===== config.mk =====
export PLATFORM = sky130hd
export DESIGN_NAME = parity_arb
export DESIGN_NICKNAME = d
export VERILOG_FILES = /design/src/rtl/parity_arb.sv
export SDC_FILE = /design/constraint.sdc
export NUM_CORES = 1
export LEC_CHECK = 0
export BUFFER_PORTS_ARGS = -buffer_cell sky130_fd_sc_hd__buf_2
export CELL_PAD_IN_SITES_DETAIL_PLACEMENT = 0
export CELL_PAD_IN_SITES_GLOBAL_PLACEMENT = 1
export CORE_AREA = 2 2 54 56
export CTS_CLUSTER_DIAMETER = 50
export DETAILED_ROUTE_END_ITERATION = 16
export DIE_AREA = 0 0 56 58
export PLACE_DENSITY = 0.81
export SETUP_SLACK_MARGIN = 0.2
export SYNTH_ARGS = -nofsm -noshare
export SYNTH_HDL_FRONTEND = slang
export SYNTH_SLANG_ARGS = --single-unit

===== constraint.sdc =====
create_clock -name clk -period 1.71 [get_ports clk]
set_clock_uncertainty 0.15 [all_clocks]
set_input_delay 0.171 -clock clk [delete_from_list [all_inputs] [get_ports clk]]
set_output_delay 0.171 -clock clk [all_outputs]
set_load 0.03 [all_outputs]

===== src/rtl/parity_arb.sv =====
// parity_arb -- four-requester arbiter that computes the odd parity of the
// granted requester's data nibble.
//
// A winner is chosen from req while idle. The winner is granted for one
// cycle, and its nibble is captured during that grant cycle. The XOR of the
// nibble is then presented on parity_o with a one-cycle valid_o strobe.
// A service takes four cycles from the sampling edge to the next sampling
// edge.
//
// Parameters
//   FAIR       1: round-robin with a rotating pointer
//              0: fixed priority, req[0] highest
//
// Ports
//   clk        clock; all state changes on the rising edge
//   rst        synchronous, active-high reset
//   req[3:0]   request per requester
//   data_i     requester i drives its nibble on data_i[4i+3:4i]
//   gnt[3:0]   registered one-hot grant, high for one cycle per service
//   valid_o    registered result strobe, high for one cycle
//   parity_o   XOR of the granted nibble; held until the next result
//   id_o       index of the requester that parity_o belongs to
//   busy       high whenever the FSM is not idle
//
// Optional build macro PARITY_ERRCNT_EN adds these ports:
//   exp_i[3:0]      expected parity for each requester
//   err_cnt_o[7:0]  saturating count of results that differ from exp_i[id]

module parity_arb #(
  parameter int FAIR = 1
) (
  input  logic        clk,
  input  logic        rst,
  input  logic [3:0]  req,
  input  logic [15:0] data_i,
`ifdef PARITY_ERRCNT_EN
  input  logic [3:0]  exp_i,
  output logic [7:0]  err_cnt_o,
`endif
  output logic [3:0]  gnt,
  output logic        valid_o,
  output logic        parity_o,
  output logic [1:0]  id_o,
  output logic        busy
);

  // state | meaning
  // ------+-----------------------------------------------------------
  // IDLE  | sample req; on any request, latch winner and raise gnt
  // SEL   | gnt high; capture the winner's nibble at the end of cycle
  // CALC  | load parity_o/id_o and raise valid_o at the end of cycle
  // DONE  | valid_o high; return to IDLE
  typedef enum logic [1:0] {
    IDLE = 2'd0,
    SEL  = 2'd1,
    CALC = 2'd2,
    DONE = 2'd3
  } state_t;

  state_t     state_q, state_d;
  logic [1:0] win_q, win_d;
  logic [1:0] ptr_q, ptr_d;
  logic [3:0] nib_q, nib_d;
  logic [3:0] gnt_d;
  logic       valid_d;
  logic       parity_d;
  logic [1:0] id_d;
  logic [1:0] base;
  logic [1:0] cand;
  logic [1:0] pick;
  logic       found;
`ifdef PARITY_ERRCNT_EN
  logic [7:0] err_d;
`endif

  always_comb begin
    state_d  = state_q;
    win_d    = win_q;
    ptr_d    = ptr_q;
    nib_d    = nib_q;
    gnt_d    = '0;
    valid_d  = 1'b0;
    parity_d = parity_o;
    id_d     = id_o;
`ifdef PARITY_ERRCNT_EN
    err_d    = err_cnt_o;
`endif

    // Scan the four requesters starting at base. The 2-bit add wraps 3->0.
    // Fixed priority is the same scan with base pinned to 0.
    base  = (FAIR != 0) ? ptr_q : 2'd0;
    pick  = base;
    cand  = base;
    found = 1'b0;
    for (int k = 0; k < 4; k++) begin
      cand = base + 2'(k);
      if (!found && req[cand]) begin
        pick  = cand;
        found = 1'b1;
      end
    end

    case (state_q)
      IDLE: begin
        if (found) begin
          state_d = SEL;
          win_d   = pick;
          gnt_d   = 4'b0001 << pick;
        end
      end
      SEL: begin
        state_d = CALC;
        nib_d   = data_i[{win_q, 2'b00} +: 4];
        if (FAIR != 0) begin
          ptr_d = win_q + 2'd1;
        end
      end
      CALC: begin
        state_d  = DONE;
        valid_d  = 1'b1;
        parity_d = ^nib_q;
        id_d     = win_q;
`ifdef PARITY_ERRCNT_EN
        if (((^nib_q) != exp_i[win_q]) && (err_cnt_o != 8'hFF)) begin
          err_d = err_cnt_o + 8'd1;
        end
`endif
      end
      DONE: begin
        state_d = IDLE;
      end
      default: begin
        state_d = IDLE;
      end
    endcase
  end

  // A reset in the middle of a service drops the transaction: the valid_o
  // strobe for it never appears, and the pointer goes back to 0.
  always_ff @(posedge clk) begin
    if (rst) begin
      state_q   <= IDLE;
      win_q     <= '0;
      ptr_q     <= '0;
      nib_q     <= '0;
      gnt       <= '0;
      valid_o   <= 1'b0;
      parity_o  <= 1'b0;
      id_o      <= '0;
`ifdef PARITY_ERRCNT_EN
      err_cnt_o <= '0;
`endif
    end else begin
      state_q   <= state_d;
      win_q     <= win_d;
      ptr_q     <= ptr_d;
      nib_q     <= nib_d;
      gnt       <= gnt_d;
      valid_o   <= valid_d;
      parity_o  <= parity_d;
      id_o      <= id_d;
`ifdef PARITY_ERRCNT_EN
      err_cnt_o <= err_d;
`endif
    end
  end

  assign busy = (state_q != IDLE);

endmodule


==> reports/metrics.cfg <==
[clocking]
worstSkewPairLatency_ns = 0.29
path_clk_slew_ns = 0.11
clockBufferDepth = 2
cts_tree = yes
numCtsBuffers = 3
cts_root_buf = clkbuf_4
cts.sinks = 18
cts_hold_buf = 0
htree_levels = 1

[min_path]
hold_start = rst
hold_end = id_o[0]$_SDFFE_PP0P_
min-delay-path-class = in2reg
min_path_cells = 2

[critical_path]
path_buf_inv = 2
crit_required_ns = 1.80
startpoint = state_q[0]$_SDFFE_PP0P_
rrSetupSlack_ns = 0.28
worstPathCellList = inv_4 > ha_4 > inv_2 > or3_4 > and3b_1
path_max_fanout = 5
cp_data_arrival_time_ns = 1.52
reg2reg_from = state_q[0]$_SDFFE_PP0P_
worstRegToRegCells = 5
worstSetupStartpointType = register
timing.rr.end = gnt[0]$_SDFF_PP0_
endpoint_kind = register
critical_path.top_delay_family = simple AND/OR/NAND/NOR gates
crit_slowest_cell = or3_4
critical_path_class = reg2reg
cpPeakStageDelay_ns = 0.41

[timing]
worst_slack_ns = 0.276
max_clock_freq_ghz = 0.697
min_period_over_period_pct = 83.9
finalCriticalPeriod_ns = 1.43
tightest_slew_ns = 0.394
final-hold-violation-count = 0
drv_slew = 0
fin_setup_tns_ns = 0
grt_setup_unrepaired = no
final-setup-viol-count = 0
relSlewSlack_pct = 73.7

[logic_synthesis]
synth-seq-cells = 18
yosys.cell_types.count = 28
syn-instance-count = 89
syn_area_per_cell_um2 = 10.3
synth-seq-area-share_pct = 39.3
synth_fp_nets = 115
ys_warn_count = 0
synth_area_um2 = 916

[grt]
grt_max_degree = 16
grt_overflow_total = 0
track_usage_pct = 12.7
grt_pass1_wl_um = 3160
antenna_found_initial = 0
grt_pass1_vias = 748

[floorplanning]
core_um2 = 2660
die-area_um2 = 3250
io_pins = 31
die_y_um = 58
die_w_um = 56
start_util_pct = 34.4
rows = 19

[layout]
drive_above_1_share_pct = 45.1
fillCellCount = 270
final_cell_area_um2 = 1170
nNetsFinal = 149
multi_input_area_um2 = 531
antenna_cells = 0
layout.area.seq_um2 = 367
syn_to_final_growth_pct = 27.9
mostFrequentLayoutCells = 29 x buf_2, 15 x dfxtp_1, 13 x nor2_1
final_common_cell = buf_2

[pwr]
switchingPower_w = 0.000614
p_leak_nw = 0.495
clock_power_share_pct = 16.1
p_per_area_nw_per_um2 = 1390
ir_worst_vdd_mv = 0.649
seqPwrFrac_pct = 38.9
p_comb_share_pct = 45.0
internal-power_w = 0.00102
switching_share_pct = 37.7

[drt]
vias = 735
drt_wl_total_um = 1900
vias_per_cell = 4.80
route.detailed.wl_per_inst_um = 12.4
drtIter0Drc = 8
ant_nets = 0
firstDrtPassIters = 2
drt_drc_violations_left = 0

[run_status]
status = complete, no violations

[placement]
dpl_cell_area_um2 = 1100
place_ws_ns = 0.165
numPortBuffers = 30
gp_congestion = 0.762
hpwl_um = 1430

[job]
drv_cap = 0

power groups by stage:
| stage | Clock [W] | Combinational (W) | Sequential (W) |
|---|---|---|---|
| 4_1_cts | 0.000276 | 0.000702 | 0.000622 |
| 3_5_place_dp | 0 | 0.000665 | 0.000627 |
| 3_3_place_gp | 0 | 0.000651 | 0.000621 |
| 6_report | 0.000263 | 0.000733 | 0.000633 |
| 5_1_grt | 0.000292 | 0.000805 | 0.000653 |
| 2_1_floorplan | 0 | 0.000494 | 0.000639 |
cells in the mapped netlist (all sizes together):
master / n / area [um^2]
a211o: 1 / 8.76
a211oi: 4 / 30.0
a21oi: 4 / 23.8
a31oi: 1 / 6.26
and3b: 1 / 8.76
buf: 1 / 7.51
clkbuf: 3 / 11.3
dfxtp: 18 / 360
ha: 4 / 50.1
inv: 5 / 18.8
mux2i: 6 / 60.1
mux4: 4 / 90.1
nand2: 2 / 7.51
nand2b: 1 / 6.26
nand3: 2 / 10.0
nor2: 13 / 48.8
nor2b: 4 / 25.0
nor3: 2 / 10.0
nor3b: 2 / 25.0
nor4: 1 / 21.3
o211ai: 1 / 12.5
o21a: 1 / 7.51
o21ai: 2 / 13.8
o22ai: 1 / 6.26
or3: 1 / 11.3
xnor2: 4 / 35.0
per-layer routing:
| metal | GRT usage, % | wire (um) | vias up |
|---|---|---|---|
| li1 | - | - | 382 |
| met1 | 13.9 | 798 | 328 |
| met2 | 23.0 | 971 | 23 |
| met3 | 3.13 | 114 | 2 |
| met4 | 6.12 | 17 | 0 |
| met5 | 0 | 0 | - |
area by class of cell:
| cell class | count | share of cell area (%) |
|---|---|---|
| well taps | 31 | 3.31 |
| multi-input cells | 62 | 45.3 |
| flip-flops and latches | 18 | 31.3 |
| repair buffers | 33 | 15.0 |
| clock buffers | 4 | 3.10 |
| inverters | 5 | 2.03 |
worst max path at each step:
stage | cells after the start | slack [ns] | to
final | 5 | 0.28 | gnt[0]$_SDFF_PP0_
after floorplan | 5 | 0.21 | gnt[0]$_SDFF_PP0_
after detailed placement | 3 | 0.16 | nib_q[1]$_SDFFE_PP0N_
after CTS | 4 | 0.23 | busy
after global placement | 3 | 0.20 | nib_q[0]$_SDFFE_PP0N_
after global routing | 5 | 0.20 | gnt[0]$_SDFF_PP0_
registers in the layout, indices dropped and copies added, names as in the netlist:
register / count
gnt: 4
nib_q: 4
base: 2
id_o: 2
state_q: 2
win_q: 2
parity_o: 1
valid_o: 1
cell families (layout without fill, tap and decap cells):
family / after synthesis / in the layout / share of synthesized area, %
AO/OA/AOI/OAI: 15 / 15 / 11.9
buffers and inverters: 9 / 42 / 4.10
XOR/XNOR: 4 / 4 / 3.82
adder cells (fa/ha/maj): 4 / 4 / 5.46
AND/OR/NAND/NOR: 29 / 29 / 19.0
flip-flops: 18 / 18 / 39.3
multiplexers: 10 / 10 / 16.4
repair_timing:
action / in CTS / in global routing
setup buffers: 0 / 2
pin swaps: 1 / 2
resized for setup: 5 / 5
cloned: 0 / 0
endpoints found under the setup margin: 8 / 8
through the flow:
stage	utilization, %	cells	hold WS, ns	power, W
2_1_floorplan	-	89	0.0926	0.00113
3_3_place_gp	41.2	147	0.321	0.00127
3_5_place_dp	41.2	147	0.326	0.00129
4_1_cts	43.0	151	0.0599	0.00160
5_1_grt	44.0	153	0.0717	0.00175
6_report	44.0	153	0.0730	0.00163
worst register-to-register path, cell delays in order (launching register included):
cell and delay (ns):
dfxtp_2 0.36, inv_4 0.07, ha_4 0.14, inv_2 0.04
or3_4 0.41, and3b_1 0.21
No activity file was read; power rests on OpenSTA's default activity.
